===== config.mk =====
export PLATFORM = sky130hd
export DESIGN_NAME = nios_setup_button_pio
export DESIGN_NICKNAME = d
export VERILOG_FILES = /design/src/rtl/nios_setup_button_pio.sv
export SDC_FILE = /design/constraint.sdc
export NUM_CORES = 1
export LEC_CHECK = 0
export ABC_AREA = 1
export CAP_MARGIN = 20
export CORE_UTILIZATION = 40
export DETAILED_ROUTE_END_ITERATION = 8
export PLACE_DENSITY = 0.85
export REMOVE_ABC_BUFFERS = 1
export SYNTH_ARGS = -nofsm -noshare
export SYNTH_HDL_FRONTEND = slang
export SYNTH_SLANG_ARGS = --single-unit

===== constraint.sdc =====
create_clock -name clk -period 1.8 [get_ports clk]
set_input_delay 0.36 -clock clk [delete_from_list [all_inputs] [get_ports clk]]
set_output_delay 0.36 -clock clk [all_outputs]
set_load 0.01 [all_outputs]

===== src/rtl/nios_setup_button_pio.sv =====
// Avalon-MM button/switch PIO for Nios II: synchronized inputs, rising-edge capture with W1C, masked level irq.
// Optional per-bit debounce filter is built when NIOS_SETUP_BUTTON_DEBOUNCE_EN is defined.
module nios_setup_button_pio #(
    parameter int WIDTH           = 5,
    parameter int DEBOUNCE_CYCLES = 16
) (
    input  logic             clk,
    input  logic             reset,
    input  logic [1:0]       address,
    input  logic             chipselect,
    input  logic             write_n,
    input  logic [31:0]      writedata,
    output logic [31:0]      readdata,
    input  logic [WIDTH-1:0] in_port,
    output logic             irq
);

    logic [WIDTH-1:0] sync_meta;
    logic [WIDTH-1:0] sync_q;
    logic [WIDTH-1:0] cond;
    logic [WIDTH-1:0] prev_q;
    logic [WIDTH-1:0] irq_mask;
    logic [WIDTH-1:0] edge_capture;
    logic [WIDTH-1:0] edge_set;
    logic [WIDTH-1:0] edge_clr;
    logic [1:0]       prime_cnt;
    logic             primed;
    logic             wr_en;

    always_ff @(posedge clk or posedge reset) begin
        if (reset) begin
            sync_meta <= '0;
            sync_q    <= '0;
        end else begin
            sync_meta <= in_port;
            sync_q    <= sync_meta;
        end
    end

`ifdef NIOS_SETUP_BUTTON_DEBOUNCE_EN
    localparam int CNT_W = $clog2(DEBOUNCE_CYCLES + 1);
    localparam logic [CNT_W-1:0] CNT_LAST = CNT_W'(DEBOUNCE_CYCLES - 1);

    logic [WIDTH-1:0] db_q;
    logic [CNT_W-1:0] db_cnt [WIDTH];

    // Counter measures how long the synchronized bit has disagreed with the filtered bit.
    always_ff @(posedge clk or posedge reset) begin
        if (reset) begin
            db_q <= '0;
            for (int i = 0; i < WIDTH; i++) db_cnt[i] <= '0;
        end else begin
            for (int i = 0; i < WIDTH; i++) begin
                if (sync_q[i] == db_q[i]) begin
                    db_cnt[i] <= '0;
                end else if (db_cnt[i] == CNT_LAST) begin
                    db_q[i]   <= sync_q[i];
                    db_cnt[i] <= '0;
                end else begin
                    db_cnt[i] <= db_cnt[i] + CNT_W'(1);
                end
            end
        end
    end

    assign cond = db_q;
`else
    localparam int unused_debounce_cycles = DEBOUNCE_CYCLES;
    assign cond = sync_q;
`endif

    // Capture stays off until the input pipeline has refilled after reset.
    always_ff @(posedge clk or posedge reset) begin
        if (reset) begin
            prime_cnt <= 2'd0;
        end else if (prime_cnt != 2'd3) begin
            prime_cnt <= prime_cnt + 2'd1;
        end
    end

    assign primed   = (prime_cnt == 2'd3);
    assign wr_en    = chipselect & ~write_n;
    assign edge_set = primed ? (cond & ~prev_q) : '0;
    assign edge_clr = (wr_en && address == 2'd3) ? writedata[WIDTH-1:0] : '0;

    always_ff @(posedge clk or posedge reset) begin
        if (reset) begin
            prev_q       <= '0;
            irq_mask     <= '0;
            edge_capture <= '0;
        end else begin
            prev_q <= cond;
            if (wr_en && address == 2'd2) irq_mask <= writedata[WIDTH-1:0];
            // Set after clear so a new edge wins over a same-cycle W1C.
            edge_capture <= (edge_capture & ~edge_clr) | edge_set;
        end
    end

    always_comb begin
        readdata = '0;
        case (address)
            2'd0:    readdata[WIDTH-1:0] = cond;
            2'd2:    readdata[WIDTH-1:0] = irq_mask;
            2'd3:    readdata[WIDTH-1:0] = edge_capture;
            default: readdata = '0;
        endcase
    end

    assign irq = |(edge_capture & irq_mask);

    logic unused_wdata;
    assign unused_wdata = ^writedata;

endmodule


Yosys cells after proc, flatten, opt, wreduce, memory -nomap -nowiden
Cells that the tools add are included.
W data, S select, Z words.
{"block": "totals", "out_inout_bits": 33, "inputBits": 43, "wordCells": 26, "regBits": 27}
{"block": "classes", "reduce_logical": 4, "bitwise": 8, "n_eq_ne": 4, "muxes": 3, "add_sub_neg": 1}
{"op": "$and A5 B5 Y5", "n": 3}
{"op": "$pmux W5 S3", "n": 1}
{"op": "$mux W5", "n": 2}
{"op": "$not A5 Y5", "n": 2}
{"op": "$eq A2 B2 Y1 const B", "n": 3}
{"op": "$or A5 B5 Y5", "n": 1}
{"op": "$reduce_or A5 Y1", "n": 1}
{"op": "$add A2 B1 Y2 const B", "n": 1}
{"op": "$logic_and A1 B1 Y1", "n": 2}
{"op": "$logic_not A2 Y1", "n": 1}
{"op": "$ne A2 B2 Y1 const B", "n": 1}
{"op": "$and A1 B1 Y1", "n": 1}
{"op": "$not A1 Y1", "n": 1}

Longest topological paths before layout
Gate-level depths: netlist of run 1.
{"block": "depth", "word_depth": 7, "ltp_mapped": 6, "mapped_depth_nobuf": 5}

Worst setup path after synthesis of run 1
No wires, ideal clock.
{"block": "synth_timing", "path_type": "input to output", "startpoint": "input address[1]", "endpoint": "output readdata[1]", "arrival_ns": 0.762, "n_path_buf": 1, "cell_stages": 5, "setup_slack_ns": 0.678, "path_cell_list": "inv_1 nor2_2 buf_6 nand2_1 nand3_1"}
{"block": "synth_between", "elab_chain_len": 2}
{"item": "start, declared", "line_no": "9", "source": "input logic [1:0] address,"}
{"item": "$eq A2 B2 Y1 or $logic_not A2 Y1 (tied branches)", "line_no": "101", "source": "case (address)"}
{"item": "$pmux W5 S3 *", "line_no": "101"}
{"item": "end, declared", "line_no": "13", "source": "output logic [31:0] readdata,"}
Mark *: on every way between the ends. The rest lies on a longest branch, timed or not.

Worst setup path in the final report of run 1
{"block": "layout_timing", "startpoint": "register irq_mask[4]", "endpoint": "output irq"}
{"block": "layout_between", "elab_chain_len": 2}
{"item": "start, declared", "line_no": "22", "source": "logic [WIDTH-1:0] irq_mask;"}
{"item": "start signal, assigned", "line_no": "93", "source": "if (wr_en && address == 2'd2) irq_mask <= writedata[WIDTH-1:0];"}
{"item": "$and A5 B5 Y5", "line_no": "109", "source": "assign irq = |(edge_capture & irq_mask);"}
{"item": "$reduce_or A5 Y1", "line_no": "109"}
{"item": "end, declared", "line_no": "15", "source": "output logic irq"}
Every way passes these cells.

==> results of run 1 <==
## timing repair
action,4_1_cts,5_1_grt
gates resized for setup,13,0
setup buffers,6,0
endpoints found under the setup margin,6,0
## per-layer routing
metal  part of all wire [%]  vias to the layer above
met4                    1.2                        0
li1                       -                      430
met1                     42                      401
met2                     51                       32
met3                    5.8                        4
met5                      0                        -
## placed cells by master (no fill, tap or decap)
cell type        netlist  routed
nor2_1                 1       1
ha_1                   1       1
clkdlybuf4s15_2        0       1
nand3b_1               5       5
mux2_2                 1       1
clkdlybuf4s50_1        0      13
clkdlybuf4s15_1        0       2
clkbuf_4               0       3
buf_4                 27      11
xnor2_1                1       1
clkinv_2               0       1
buf_6                  3       1
dfrtp_1               27      27
conb_1                 1      27
nand4_1                1       1
nor2_2                 2       2
inv_2                  1       1
nand3_1               15      15
inv_1                  4       4
buf_2                  0       1
dlygate4sd2_1          0       5
nand2_1               43      43
## sequential cells by signal, summed over array words and instances (netlist names)
| name | cells |
|---|---|
| edge_capture | 5 |
| cond | 5 |
| prev_q | 5 |
| prime_cnt | 2 |
| sync_meta | 5 |
| irq_mask | 5 |
## final timing paths
check / from / to / slack [ns] / depth (start not counted)
max: irq_mask[4] / irq / 0.12 / 5
max reg2reg: prime_cnt[0] / prime_cnt[1] / 0.64 / 2
max in group asynchronous: reset / cond[4] / 1.19 / 3
min: reset / edge_capture[3] / 0.36 / 3
min reg2reg: sync_meta[2] / cond[2] / 0.36 / 0
min in group clk: sync_meta[2] / cond[2] / 0.36 / 0
## power by group through the flow
stage / Clock, µW / Sequential, µW / Combinational (µW)
floorplan: 0 / 683 / 112
global placement: 0 / 691 / 206
finish: 253 / 680 / 211
global route: 292 / 688 / 239
detailed placement: 0 / 693 / 210
CTS: 267 / 681 / 210
## per-stage QoR
step | setup TNS [ns] | utilization (%) | area (µm²) | std cells | hold WS [ns]
finish | 0 | 49.92 | 1511 | 211 | 0.3576
CTS | 0 | 49.92 | 1511 | 211 | 0.3662
detailed placement | -1.768 | 47.40 | 1435 | 200 | 0.3347
global placement | -1.767 | 47.40 | 1435 | 200 | 0.3311
floorplan | 0 | - | 1125 | 129 | 0.3312
global route | 0 | 49.92 | 1511 | 211 | 0.3775
## kinds of logic (layout without fill, tap and decap cells)
family	count (synthesis)	after routing	synth area share (%)
adder cells (fa/ha/maj)	1	1	0.9899
AND/OR/NAND/NOR	67	67	23.46
other	1	27	0.2967
XOR/XNOR	1	1	0.6932
buffers and inverters	35	43	20.20
flip-flops	27	27	53.47
multiplexers	1	1	0.8910
## worst min-delay path, delay by kind of cell
| kind | cells | cell delay [ns] |
|---|---|---|
| buf+inv | 3 | 0.74 |
## final cells by class
class / instances / area (µm²)
clock buffers: 3 / 22.52
multi-input cells: 97 / 430.4
fillers: 296 / 1516
clock inverters: 1 / 5.005
well taps: 44 / 55.05
inverters: 5 / 18.77
repair buffers: 34 / 304.0
flip-flops and latches: 27 / 675.6
## synth_stat cells (all sizes together)
cell type,count
dfrtp,27
nor2,3
conb,1
nand3,15
nand4,1
ha,1
mux2,1
nand3b,5
buf,30
inv,5
nand2,43
xnor2,1
==> results.toml, run 1 <==
[synthesis]
synth_top_cell_area_share_pct = 53.47
synth_area_leaders = "dfrtp_1, buf_4, nand2_1"
ys_seq_elements = 27
synth_top_cell_by_area = "dfrtp_1"
yosysWarningCount = 0
synth.cell_area_mm2 = 0.001264
ys_seq_area_share_pct = 53.47
syn_avg_cell_area_um2 = 9.502
syn_inst = 133
synth_cell_type_count = 15

[power_and_ir_drop]
comb_power_share_pct = 18.4
p_leak_uw = 0.0007659
p_clk_share_pct = 22.1
seqPwrFrac_pct = 59.5
powerDensity_mw_per_mm2 = 756.7
peakVddDrop_uv = 598.9
p_int_uw = 830.5
switchingPower_uw = 313.3
p_total_uw = 1144
swShare_pct = 27.39

[routing]
first_pass_iters = 4
drt-initial-drc-count = 27
avgRoutedWirePerCell_um = 9.592
drtAntennaViolNets = 0
vias_per_cell = 4.109
drt-total-wl_mm = 2.024
vias = 867
drc_errors = 0

[cts]
root_buffer = "clkbuf_4"
clkSlewWorstSetupHoldPaths_ns = 0.14
clock-sinks = 27
htreeDepth = 1
cts_hold_buffers = 0
cts_tree = "yes"
clk_latency_ns = 0.33
cts_buffer_depth = 2
cts_buffers = 3

[sta]
finalCritPeriodShare_pct = 93.11
setup_ws_ns = 0.1241
hold_viol = 0
finClkSkew_ns = 0.009581
setup_viol = 0
post-route-min-period_ns = 1.676
maxSlewViolCount = 0
timing.fmax_mhz = 596.7
rsz0062_at_grt = "no"

[critical_path]
cpMostUsedCell = "nand2_1"
startpoint_type = "flop"
critPathKind = "flop to output pin"
critPathTopFamily = "flip-flops"
cp-end-kind = "output pin"
critPathBufInv = 2
required_ns = 1.44
critical_path.max_fanout = 3
crit_chain = "nand2_1 -> nand2_1 -> inv_1 -> nand4_1 -> dlygate4sd2_1"
cp.arrival_ns = 1.32
cp_slowest_cell = "dfrtp_1"
worst_path_largest_cell_delay_ns = 0.43

[floorplan]
io_pins = 76
die_w_um = 58.21
dieArea_mm2 = 0.003388
core_region_area_mm2 = 0.003028
rows = 20
die_h_um = 58.21
start_util_pct = 41.74

[global_routing]
top_usage_layer = "met2"
track_usage_pct = 13.82
grt_overflow = 0
grtUsageMet1_pct = 14.89
grt_pass1_wl_mm = 3.470
antenna_found_initial = 0
grt_start_max_net_pins = 28
grt_pass1_vias = 859
grtUsageMet2_pct = 24.14
grtUsageMet3_pct = 4.688

[placed_design]
place.gp.congestion = 0.8108
post-place-ws_ns = -0.3644
dp_hpwl_mm = 1.456
io_buffers = 21

[hold_path]
hold_class = "input port to asynchronous set/reset pin"

[run_status]
status = "finished clean"

[final_layout]
area_growth_pct = 19.60
drive_above_1_share_pct = 13.17
nNetsFinal = 212
diodes = 0

[run]
cap_violations = 0
Note: power is estimated with default switching activity, not from simulation.
==> inputs of run 2 (changes only) <==
--- a/config.mk
+++ b/config.mk
@@ -7,9 +7,10 @@
 export LEC_CHECK = 0
 export ABC_AREA = 1
 export CAP_MARGIN = 20
-export CORE_UTILIZATION = 40
+export CORE_UTILIZATION = 41
+export CTS_BUF_LIST = sky130_fd_sc_hd__clkbuf_2
 export DETAILED_ROUTE_END_ITERATION = 8
-export PLACE_DENSITY = 0.85
+export PLACE_DENSITY = 0.87
 export REMOVE_ABC_BUFFERS = 1
 export SYNTH_ARGS = -nofsm -noshare
 export SYNTH_HDL_FRONTEND = slang
==> results.toml, run 2 (same netlist as run 1, synthesis figures left out) <==
[placed_design]
io_buffers = 21
place.gp.congestion = 0.8018
placed_cell_area_mm2 = 0.001404
dp_hpwl_mm = 1.338

[final_layout]
final_area_mm2 = 0.001490
final_common_cell = "nand2_1"
drive_above_1_share_pct = 13.86
diodes = 0
final_cell_mix = "nand2_1, conb_1, dfrtp_1"
n_fill_cell = 261
nNetsFinal = 211
area_growth_pct = 17.92

[floorplan]
start_util_pct = 44.67
rows = 19
die_h_um = 57.52
core_region_area_mm2 = 0.002829
dieArea_mm2 = 0.003308
die_w_um = 57.52
io_pins = 76

[cts]
root_buffer = "clkbuf_2"
cts_buffers = 3
clk_latency_ns = 0.33
clkSlewWorstSetupHoldPaths_ns = 0.21
clock-sinks = 27
cts_buffer_depth = 2
htreeDepth = 1
cts_tree = "yes"

[global_routing]
grt_overflow = 0
grt_pass1_wl_mm = 3.312
track_usage_pct = 13.27
grt_pass1_vias = 776
antenna_found_initial = 0
grt_start_max_net_pins = 28

[critical_path]
critPathBufInv = 4
cp_slowest_cell = "dlygate4sd2_1"
critPathKind = "input port to output pin"
startpoint_type = "input port"
critical_path.max_fanout = 4
cp.arrival_ns = 1.33
crit_chain = "dlygate4sd2_1 -> inv_1 -> nor2_2 -> buf_4 -> nand2_1 -> nand3_1 -> dlygate4sd2_1"
critPathTopFamily = "buffers and inverters"
required_ns = 1.44
cp-end-kind = "output pin"
worst_path_largest_cell_delay_ns = 0.26
cpMostUsedCell = "dlygate4sd2_1"

[power_and_ir_drop]
peakVddDrop_uv = 362.3
powerDensity_mw_per_mm2 = 751.3
p_leak_uw = 0.0007518

[run_status]
violations = "DRC"
status = "finished, violations left"

[routing]
drc_errors = 4
avgRoutedWirePerCell_um = 10.21
vias = 842
first_pass_iters = 6
vias_per_cell = 4.274
drt-total-wl_mm = 2.012
drtAntennaViolNets = 0
drt-initial-drc-count = 36

[sta]
maxSlewViolCount = 0
post-route-min-period_ns = 1.694
setup_viol = 0
fin_setup_tns_ns = 0
hold_viol = 0
finClkSkew_ns = 0.001087
finalCritPeriodShare_pct = 94.12
timing.fmax_mhz = 590.3
rsz0062_at_grt = "no"

[run]
cap_violations = 0

[hold_path]
hold_class = "input port to asynchronous set/reset pin"
-- run 2: worst paths after layout --
check,startpoint,to,slack (ns),cells after the start
max,address[1],readdata[4],0.11,7
min,reset,cond[4],0.34,3
max reg2reg,prime_cnt[0],prime_cnt[1],0.64,2
min reg2reg,sync_meta[1],cond[1],0.38,0
max in group asynchronous,reset,edge_capture[3],1.23,3
min in group clk,sync_meta[1],cond[1],0.38,0
-- run 2: timing repair --
action	in CTS	in global routing
resized for setup	17	0
buffers inserted	7	0
endpoints found under the setup margin	6	0
hold buffers	0	0
-- run 2: through the flow --
step	hold slack (ns)	util, %	total power [µW]	setup WS [ns]	std cells
2_1_floorplan	0.3312	-	795.5	0.6198	129
3_3_place_gp	0.3314	49.62	890.6	-0.3877	185
3_5_place_dp	0.3347	49.62	897.1	-0.3821	185
4_1_cts	0.3114	52.68	1135	0.1017	197
5_1_grt	0.3481	52.68	1189	0.002437	197
6_report	0.3356	52.68	1120	0.1058	197
-- run 2: layer usage --
metal  vias to the layer above  global-route usage, %  wire length, µm
li1                        428                      -                -
met4                         0                  7.666               26
met5                         -                      0                0
met2                        29                  19.44              972
met3                         4                  2.041               88
met1                       381                  18.75              924
-- run 2: final cells by class --
| cell class | instances | area (µm²) | area share (%) |
|---|---|---|---|
| Clock buffer | 4 | 20.02 | 1.343 |
| Tap cell | 31 | 38.79 | 2.603 |
| Sequential cell | 27 | 675.6 | 45.34 |
| Timing Repair Buffer | 32 | 294.0 | 19.73 |
| Multi-Input combinational cell | 97 | 432.9 | 29.05 |
| Timing Repair inverter | 1 | 7.507 | 0.5038 |
| Inverter | 5 | 21.27 | 1.427 |
-- run 2: worst reg2reg max path: stages (launching register included) --
cell	delay, ns
dfrtp_1	0.41
ha_1	0.30
mux2_2	0.37
-- run 2: power breakdown --
group	total (µW)	internal [µW]	leakage, µW	switching (µW)
clock	216	58.7	0.0000166	157
combinational	227	104	0.000434	123
sequential	677	651	0.000302	25.5
total	1120	814	0.000752	306
==> inputs of run 3 (changes only) <==
--- a/config.mk
+++ b/config.mk
@@ -7,11 +7,13 @@
 export LEC_CHECK = 0
 export ABC_AREA = 1
 export CAP_MARGIN = 20
+export CORE_MARGIN = 10
 export CORE_UTILIZATION = 41
 export CTS_BUF_LIST = sky130_fd_sc_hd__clkbuf_2
 export DETAILED_ROUTE_END_ITERATION = 8
 export PLACE_DENSITY = 0.87
 export REMOVE_ABC_BUFFERS = 1
+export SKIP_CTS_REPAIR_TIMING = 1
 export SYNTH_ARGS = -nofsm -noshare
 export SYNTH_HDL_FRONTEND = slang
 export SYNTH_SLANG_ARGS = --single-unit
==> results.toml, run 3 (same netlist as run 1, synthesis figures left out) <==
[run_status]
status = "finished clean"

[sta]
setup_viol = 0
timing.fmax_mhz = 624.0
maxSlewViolCount = 0
hold_viol = 0
whs_ns = 0.3001
rsz0062_at_grt = "no"
post-route-min-period_ns = 1.603
finClkSkew_ns = 0.002192
finalCritPeriodShare_pct = 89.03

[routing]
first_pass_iters = 4
drtAntennaViolNets = 0
drt-initial-drc-count = 63
drc_errors = 0
drt-total-wl_mm = 2.258
vias_per_cell = 4.207
avgRoutedWirePerCell_um = 11.70
vias = 812

[final_layout]
area_growth_pct = 15.25
post-route-util_pct = 48.50
final_common_cell = "nand2_1"
diodes = 0
final_cell_mix = "nand2_1, conb_1, dfrtp_1"
nNetsFinal = 205
drive_above_1_share_pct = 10.00

[power_and_ir_drop]
peakVddDrop_uv = 482.4
powerDensity_mw_per_mm2 = 770.9
seqPwrFrac_pct = 60.6
swShare_pct = 28.63
p_clk_share_pct = 21.2
comb_power_share_pct = 18.2
p_total_uw = 1123
p_int_uw = 801.2
switchingPower_uw = 321.4
p_leak_uw = 0.0007780

[cts]
clock-sinks = 27
root_buffer = "clkbuf_2"
cts_buffer_depth = 2
clk_latency_ns = 0.36
cts_tree = "yes"
htreeDepth = 1
clkSlewWorstSetupHoldPaths_ns = 0.25
cts_buffers = 3

[critical_path]
critPathBufInv = 2
cp-end-kind = "output pin"
critPathTopFamily = "flip-flops"
crit_chain = "nand2_1 -> nand2_1 -> inv_1 -> nand4_1 -> dlymetal6s2s_1"
required_ns = 1.44
rr_startpoint = "prime_cnt[0]"
cp_slowest_cell = "dfrtp_1"
r2r_slack_ns = 0.61
critPathKind = "flop to output pin"
timing.rr.end = "prime_cnt[1]"
rr_worst_depth = 2
cp.arrival_ns = 1.24
worst_path_largest_cell_delay_ns = 0.46
startpoint_type = "flop"
cpMostUsedCell = "nand2_1"
critical_path.max_fanout = 3

[global_routing]
grt_pass1_wl_mm = 3.270
track_usage_pct = 7.466
grt_overflow = 0
grt_pass1_vias = 740
grt_start_max_net_pins = 28
antenna_found_initial = 0

[floorplan]
die_h_um = 75.52
start_util_pct = 42.08
core_region_area_mm2 = 0.003003
dieArea_mm2 = 0.005703
rows = 20
io_pins = 76
die_w_um = 75.52

[placed_design]
dp_hpwl_mm = 1.798
place.gp.congestion = 0.8432
io_buffers = 21

[run]
cap_violations = 0

[hold_path]
hold_class = "input port to asynchronous set/reset pin"
[run 3: tightest hold or removal path, cell delays in order]
cell and delay [ns]:
clkdlybuf4s50_1 0.39, inv_1 0.05, buf_4 0.31
[run 3: power by group through the flow]
stage / clock [µW] / combinational (µW) / sequential (µW)
6_report: 238 / 204 / 681
3_5_place_dp: 0 / 207 / 692
5_1_grt: 273 / 232 / 689
4_1_cts: 253 / 208 / 681
3_3_place_gp: 0 / 204 / 690
2_1_floorplan: 0 / 112 / 683
[run 3: cell type report]
class                           instances  area, µm²
Multi-Input combinational cell         97      430.4
Clock inverter                          1      8.758
Clock buffer                            3      15.01
Inverter                                5      21.27
Sequential cell                        27      675.6
Tap cell                               33      41.29
Fill cell                             295       1546
Timing Repair Buffer                   27      264.0
[run 3: per-stage QoR]
| stage | area [µm²] | cells | setup slack (ns) | TNS [ns] |
|---|---|---|---|---|
| 2_1_floorplan | 1125 | 129 | 0.6198 | 0 |
| 3_3_place_gp | 1406 | 187 | -0.3777 | -1.823 |
| 3_5_place_dp | 1406 | 187 | -0.3847 | -1.863 |
| 4_1_cts | 1430 | 191 | -0.3999 | -2.078 |
| 5_1_grt | 1456 | 193 | 0.09743 | 0 |
| 6_report | 1456 | 193 | 0.1974 | 0 |
[run 3: per-layer routing]
| layer | GRT usage, % | share of wire, % |
|---|---|---|
| met5 | 0 | 0 |
| met3 | 3.776 | 11 |
| met1 | 8.638 | 42 |
| met4 | 3.505 | 1.2 |
| met2 | 11.24 | 46 |
[run 3: worst max-delay path by stage]
stage           startpoint          end  cells past startpoint
6_report       irq_mask[4]          irq                      5
5_1_grt        irq_mask[4]          irq                      5
4_1_cts         address[1]  readdata[2]                      7
3_5_place_dp    address[1]  readdata[2]                      7
3_3_place_gp    address[1]  readdata[2]                      7
2_1_floorplan   address[1]  readdata[0]                      4
